## src/rtl/ms_game_ctrl_pkg.sv

```systemverilog
// ms_game_ctrl_pkg
// Shared definitions for the minesweeper game-flow controller: state codes
// (also used by the display logic) and a small helper deciding when the board
// must ignore clicks.
// No ports; import with ms_game_ctrl_pkg::*.
package ms_game_ctrl_pkg;

  localparam int ST_W = 3;

  typedef enum logic [ST_W-1:0] {
    ST_IDLE  = 3'd0,
    ST_ARMED = 3'd1,
    ST_PLAY  = 3'd2,
    ST_WON   = 3'd3,
    ST_LOST  = 3'd4
  } ms_state_t;

  // The board is frozen whenever no game is in progress.
  function automatic logic is_locked(input ms_state_t s);
    return (s == ST_IDLE) || (s == ST_WON) || (s == ST_LOST);
  endfunction

endpackage

```

## src/rtl/ms_game_ctrl_tick.sv

```systemverilog
// ms_tick_gen
// Free-running prescaler producing the one-second step pulse for ms_timer.
// Only the synchronous reset restarts it; a new game does not.
// Ports:
//   clk      in  1  system clock
//   clr      in  1  synchronous active-high reset
//   sec_tick out 1  registered one-cycle pulse, high while count == DIV-1
module ms_tick_gen #(
  parameter int DIV  = 50_000_000,
  parameter int DBIT = 26
) (
  input  logic clk,
  input  logic clr,
  output logic sec_tick
);

  logic [DBIT-1:0] count;

  // sec_tick is registered one count early so it is high exactly while
  // count sits at DIV-1 (requires DIV >= 2).
  always_ff @(posedge clk) begin
    if (clr) begin
      count    <= '0;
      sec_tick <= 1'b0;
    end else begin
      if (count == DBIT'(DIV - 1)) count <= '0;
      else                         count <= count + 1'b1;
      sec_tick <= (count == DBIT'(DIV - 2));
    end
  end

endmodule

```

## src/rtl/ms_game_ctrl.sv

```systemverilog
// ms_game_ctrl
// Minesweeper game-flow controller. Sequences ms_timer (clear/start/stop
// strobes stretched until the next sec_tick), counts revealed safe cells and
// placed flags, and decides win / lose / timeout.
// Ports:
//   clk, clr                 clock and synchronous active-high reset
//   btn_new                  new-game button level; rising edge acts
//   reveal_vld, reveal_mine  reveal strobe and its "was a mine" qualifier
//   flag_tgl, flag_set       flag strobe and its placed(1)/removed(0) qualifier
//   time_q                   current ms_timer count
//   sec_tick                 one-cycle pulse every DIV clocks
//   tmr_clr/start/stop       stretched strobes to ms_timer
//   state                    IDLE=0 ARMED=1 PLAY=2 WON=3 LOST=4
//   board_lock               board ignores clicks when high
//   mines_left               MINES minus flags, clamped at 0
//   win_p, lose_p            one-cycle pulses on entering WON / LOST
module ms_game_ctrl
  import ms_game_ctrl_pkg::*;
#(
  parameter int CELLS  = 256,
  parameter int CBIT   = 9,
  parameter int MINES  = 40,
  parameter int MBIT   = 7,
  parameter int DIV    = 50_000_000,
  parameter int DBIT   = 26,
  parameter int TLIMIT = 599,
  parameter int BIT    = 10
) (
  input  logic            clk,
  input  logic            clr,
  input  logic            btn_new,
  input  logic            reveal_vld,
  input  logic            reveal_mine,
  input  logic            flag_tgl,
  input  logic            flag_set,
  input  logic [BIT-1:0]  time_q,
  output logic            sec_tick,
  output logic            tmr_clr,
  output logic            tmr_start,
  output logic            tmr_stop,
  output logic [2:0]      state,
  output logic            board_lock,
  output logic [MBIT-1:0] mines_left,
  output logic            win_p,
  output logic            lose_p
);

  localparam logic [CBIT-1:0] WIN_CNT  = CBIT'(CELLS - MINES);
  localparam logic [MBIT-1:0] MINES_W  = MBIT'(MINES);
  localparam logic [BIT-1:0]  TLIMIT_W = BIT'(TLIMIT);

  ms_state_t       state_q, state_d;
  logic            btn_q;
  logic [CBIT-1:0] revealed_q, revealed_d, revealed_inc;
  logic [MBIT-1:0] flags_q, flags_d;
  logic            req_clr, req_start, req_stop;
  logic            new_game, timeout, active;

  ms_tick_gen #(.DIV(DIV), .DBIT(DBIT)) u_tick (
    .clk      (clk),
    .clr      (clr),
    .sec_tick (sec_tick)
  );

  assign new_game     = btn_new & ~btn_q;
  assign timeout      = sec_tick && (time_q == TLIMIT_W);
  assign active       = (state_q == ST_ARMED) || (state_q == ST_PLAY);
  assign revealed_inc = revealed_q + 1'b1;
  assign state        = state_q;

  // State register and button history.
  always_ff @(posedge clk) begin
    if (clr) begin
      state_q <= ST_IDLE;
      btn_q   <= 1'b0;
    end else begin
      state_q <= state_d;
      btn_q   <= btn_new;
    end
  end

  // Next state; order of tests encodes new > mine > win > timeout.
  always_comb begin
    state_d = state_q;
    case (state_q)
      ST_IDLE:  if (new_game) state_d = ST_ARMED;
      ST_ARMED: begin
        if (new_game)        state_d = ST_ARMED;
        else if (reveal_vld) state_d = reveal_mine ? ST_LOST : ST_PLAY;
      end
      ST_PLAY: begin
        if (new_game)                                state_d = ST_ARMED;
        else if (reveal_vld && reveal_mine)          state_d = ST_LOST;
        else if (reveal_vld && revealed_inc == WIN_CNT) state_d = ST_WON;
        else if (timeout)                            state_d = ST_LOST;
      end
      ST_WON, ST_LOST: if (new_game) state_d = ST_ARMED;
      default: state_d = ST_IDLE;
    endcase
  end

  // Counter updates and timer requests derived from the transition taken.
  // Entering ARMED (including re-arming) wipes the counters, so a flag or
  // reveal in the same cycle as a new game is dropped.
  always_comb begin
    revealed_d = revealed_q;
    flags_d    = flags_q;
    req_clr    = 1'b0;
    req_start  = 1'b0;
    req_stop   = 1'b0;
    if (state_d == ST_ARMED && (state_q != ST_ARMED || new_game)) begin
      revealed_d = '0;
      flags_d    = '0;
      req_clr    = 1'b1;
      if (state_q == ST_PLAY) req_stop = 1'b1;
    end else if (active) begin
      if (reveal_vld && !reveal_mine) revealed_d = revealed_inc;
      if (flag_tgl) begin
        if (flag_set && flags_q != '1)       flags_d = flags_q + 1'b1;
        else if (!flag_set && flags_q != '0) flags_d = flags_q - 1'b1;
      end
      if (state_q == ST_ARMED && state_d == ST_PLAY) req_start = 1'b1;
      if (state_q == ST_PLAY && (state_d == ST_WON || state_d == ST_LOST))
        req_stop = 1'b1;
    end
  end

  // Registered outputs. A timer strobe stays up until a cycle with sec_tick
  // has passed, so the slow timer is sure to see it; a fresh request replaces
  // any pending one, with clear beating start beating stop.
  always_ff @(posedge clk) begin
    if (clr) begin
      revealed_q <= '0;
      flags_q    <= '0;
      board_lock <= 1'b1;
      mines_left <= MINES_W;
      win_p      <= 1'b0;
      lose_p     <= 1'b0;
      tmr_clr    <= 1'b0;
      tmr_start  <= 1'b0;
      tmr_stop   <= 1'b0;
    end else begin
      revealed_q <= revealed_d;
      flags_q    <= flags_d;
      board_lock <= is_locked(state_d);
      mines_left <= (flags_d >= MINES_W) ? '0 : MINES_W - flags_d;
      win_p      <= (state_d == ST_WON)  && (state_q != ST_WON);
      lose_p     <= (state_d == ST_LOST) && (state_q != ST_LOST);
      if (req_clr)        {tmr_clr, tmr_start, tmr_stop} <= 3'b100;
      else if (req_start) {tmr_clr, tmr_start, tmr_stop} <= 3'b010;
      else if (req_stop)  {tmr_clr, tmr_start, tmr_stop} <= 3'b001;
      else if (sec_tick)  {tmr_clr, tmr_start, tmr_stop} <= 3'b000;
    end
  end

endmodule

```

## config.mk

```make
export PLATFORM = sky130hd
export DESIGN_NAME = ms_game_ctrl
export DESIGN_NICKNAME = d
export VERILOG_FILES = /design/src/rtl/ms_game_ctrl_pkg.sv /design/src/rtl/ms_game_ctrl_tick.sv /design/src/rtl/ms_game_ctrl.sv
export SDC_FILE = /design/constraint.sdc
export NUM_CORES = 1
export LEC_CHECK = 0
export BUFFER_PORTS_ARGS = -buffer_cell sky130_fd_sc_hd__clkbuf_2
export CAP_MARGIN = 20
export CORE_ASPECT_RATIO = 2
export CORE_MARGIN = 2
export CORE_UTILIZATION = 55
export DETAILED_ROUTE_END_ITERATION = 6
export PLACE_DENSITY = 0.84
export SYNTH_ARGS = -nofsm -noshare
export SYNTH_HDL_FRONTEND = slang
export SYNTH_SLANG_ARGS = --single-unit
```

## constraint.sdc

```tcl
create_clock -name clk -period 4.3 [get_ports clk]
set_clock_uncertainty 0.1 [all_clocks]
set_input_delay 0.43 -clock clk [delete_from_list [all_inputs] [get_ports clk]]
set_output_delay 0.43 -clock clk [all_outputs]
set_load 0.02 [all_outputs]
```

==> insert_results.sql <==
INSERT INTO impl_metrics (metric_group, metric, value, unit) VALUES
('logic_synthesis', 'ys_async_sr_fraction', '0', ''),
('sta', 'maxSlewHeadroom', '0.4396', ''),
('layout', 'mostFrequentLayoutCell', 'sky130_fd_sc_hd__dfxtp_1', ''),
('routing', 'routed_wire_length_per_instance', '15.20', 'um'),
('placed_design', 'placed_area', '3286', 'um^2'),
('global_routing', 'grt_antenna_before_repair', '0', ''),
('routing', 'viasPerCell', '5.953', ''),
('power', 'p_sw', '275.4', 'uW'),
('layout', 'multi_input_comb_area', '1810', 'um^2'),
('layout', 'layout-drive-gt1-share', '0.1516', ''),
('layout', 'finish.cell_count_without_fillers', '469', ''),
('global_routing', 'grt_first_pass_wirelength', '11.75', 'mm'),
('sta', 'clock.fmax', '0.2854', 'GHz'),
('cts', 'cts.path.max_buffers', '2', ''),
('placed_design', 'portBuffers', '33', ''),
('critical_path', 'critical-path-slowest-cell', 'sky130_fd_sc_hd__dfxtp_1', ''),
('power', 'power.share.sequential', '0.481', ''),
('cts', 'clock_tree.htree_level_count', '3', ''),
('placed_design', 'placedCellCount', '454', ''),
('placed_design', 'dp_hpwl', '5.273', 'mm'),
('cts', 'clk-insertion-delay-late', '0.35', 'ns'),
('layout', 'final.fill_count', '471', ''),
('layout', 'area.sequential', '1201', 'um^2'),
('layout', 'antenna-diode-count', '0', ''),
('logic_synthesis', 'yosys.cell_types.count', '56', ''),
('logic_synthesis', 'yosys_warnings', '0', ''),
('logic_synthesis', 'synth-main-ff-cell', 'sky130_fd_sc_hd__dfxtp_1', ''),
('min_path', 'hold_class', 'in -> reg', ''),
('routing', 'drt_drc_violations_left', '0', ''),
('die', 'initial_utilization', '0.5686', ''),
('sta', 'grt_setup_unrepaired', 'false', ''),
('critical_path', 'arrival', '3.68', 'ns'),
('die', 'die_width', '56.93', 'um'),
('layout', 'design_area', '3491', 'um^2'),
('layout', 'layout.cells.most_common_list', '60 x sky130_fd_sc_hd__dfxtp_1, 52 x sky130_fd_sc_hd__nor2_1, 36 x sky130_fd_sc_hd__nand2_1, 33 x sky130_fd_sc_hd__clkbuf_2, 26 x sky130_fd_sc_hd__nand3_1', ''),
('critical_path', 'cp_data_required_time', '4.47', 'ns'),
('cts', 'cts_root_buf', 'sky130_fd_sc_hd__clkbuf_8', ''),
('routing', 'routed_via_count', '2792', ''),
('logic_synthesis', 'avgSynthCellArea', '8.329', 'um^2'),
('cts', 'path_clk_slew', '0.07', 'ns'),
('outcome', 'run_status', 'completed', ''),
('power', 'pwr-share-comb', '0.065', ''),
('sta', 'min_period_over_period', '0.8150', ''),
('sta', 'setup_tns', '0', 'ns'),
('global_routing', 'first_global_vias', '2640', ''),
('routing', 'drt-initial-drc-count', '118', ''),
('power', 'vdd_drop_max', '0.2665', 'mV'),
('power', 'p_sw_frac', '0.2318', ''),
('routing', 'detail-route-antenna-nets', '0', ''),
('cts', 'clkSinkCount', '60', ''),
('critical_path', 'startpoint_type', 'register', ''),
('power', 'clockPowerShare', '0.454', ''),
('run', 'maxCapViolations', '0', ''),
('critical_path', 'worstSetupEndpointType', 'register', ''),
('routing', 'drtPass1Iterations', '4', ''),
('cts', 'holdBufCountCts', '0', ''),
('global_routing', 'gr-usage-all-layers', '0.2470', ''),
('critical_path', 'worstSetupPathType', 'reg -> reg', ''),
('cts', 'buffer_count_from_post_cts_setup_fixing', '0', ''),
('cts', 'cts_inserted_buffers', '9', ''),
('logic_synthesis', 'postSynthCellCount', '370', ''),
('critical_path', 'crit_chain', 'ha_1 > and4b_1 > and3_1 > a22oi_1 > a211oi_1 > or3_1 > nand2_1 > o311ai_0 > ha_1 > a31oi_1 > nand4_1 > a21oi_2 > nand2_1 > nor3_2', ''),
('die', 'design.portCount', '34', ''),
('die', 'fp.dieArea', '6254', 'um^2'),
('placed_design', 'gp_congestion', '0.8769', ''),
('logic_synthesis', 'synth.ff_latch_count', '60', ''),
('sta', 'final_hold_viol_count', '0', ''),
('critical_path', 'crit_path_buf_inv_count', '0', ''),
('die', 'rows', '38', ''),
('routing', 'routed_wl', '7.131', 'mm'),
('critical_path', 'critical_path_max_stage_delay', '0.37', 'ns');
cells in the mapped netlist (5+ instances only):
library cell                n  area share
sky130_fd_sc_hd__dfxtp_1   60        0.39
sky130_fd_sc_hd__nor2_1    52       0.063
sky130_fd_sc_hd__nand2_1   36       0.044
sky130_fd_sc_hd__nand3_1   26       0.042
sky130_fd_sc_hd__xor2_1    23       0.065
sky130_fd_sc_hd__a21oi_1   17       0.028
sky130_fd_sc_hd__nor3_1    11       0.018
sky130_fd_sc_hd__xnor2_1   11       0.031
sky130_fd_sc_hd__nand4_1   10       0.020
sky130_fd_sc_hd__inv_1      9       0.011
sky130_fd_sc_hd__o21ai_0    9       0.015
sky130_fd_sc_hd__ha_1       8       0.032
sky130_fd_sc_hd__nor2b_1    8       0.016
sky130_fd_sc_hd__and3_1     7       0.014
sky130_fd_sc_hd__or3_1      7       0.014
sky130_fd_sc_hd__clkbuf_1   6      0.0073
sky130_fd_sc_hd__and4_1     5       0.014
power by group through the flow:
stage | clock (uW) | combinational (uW) | sequential, uW
final | 539 | 77.5 | 571
after detailed placement | 0 | 76.3 | 584
after global routing | 574 | 85.4 | 572
after global placement | 0 | 75.0 | 583
after floorplan | 0 | 50.8 | 585
after CTS | 546 | 77.2 | 571
per-stage QoR:
stage                     worst slack, ns  hold slack (ns)  total power [uW]  utilization
after global routing               0.5310           0.2509              1232       0.6440
after CTS                          0.8373           0.2435              1194       0.6440
after global placement              1.029           0.3483             658.2       0.6062
after detailed placement           0.9247           0.3572             660.0       0.6062
final                              0.7956           0.2542              1188       0.6440
after floorplan                     1.332           0.3297             636.2            -
cells by family after synthesis:
kind of cell	synth area share
AND/OR/NAND/NOR	0.2927
AO/OA/AOI/OAI	0.1340
flip-flops	0.3898
XOR/XNOR	0.1214
buffers and inverters	0.02273
adder cells (fa/ha/maj)	0.03248
multiplexers	0.006902
metal layers:
metal,track usage,vias to the layer above,share of wire
met3,0.07176,30,0.038
met5,0,-,0
met4,0.1528,0,0.049
met2,0.4647,66,0.56
li1,-,1378,-
met1,0.2235,1318,0.36
area by class of cell:
type                    count  area share
clock inverters             5     0.02222
inverters                   9    0.009677
repair buffers             33     0.04731
flip-flops and latches     60      0.3441
clock buffers              10     0.03656
well taps                  60     0.02151
multi-input cells         292      0.5186
path summary, 6_finish.rpt:
check | from | to | slack [ns] | cells past startpoint
worst max-delay path | revealed_q[0]$_SDFFE_PP0P_ | mines_left[6]$_SDFF_PP0_ | 0.80 | 14
worst min-delay path | btn_new | btn_q$_SDFF_PP0_ | 0.25 | 2
worst max register to register | revealed_q[0]$_SDFFE_PP0P_ | mines_left[6]$_SDFF_PP0_ | 0.80 | 14
worst min register to register | tmr_start$_SDFFE_PP0P_ | tmr_start$_SDFFE_PP0P_ | 0.37 | 2
sequential cells by signal, summed over array words and instances (netlist names):
signal	cells
mines_left	7
board_lock	1
tmr_clr	1
state	3
lose_p	1
tmr_start	1
flags_q	7
u_tick.count	26
win_p	1
u_tick.sec_tick	1
tmr_stop	1
btn_q	1
revealed_q	9
Power figures use the tool's default switching activity.
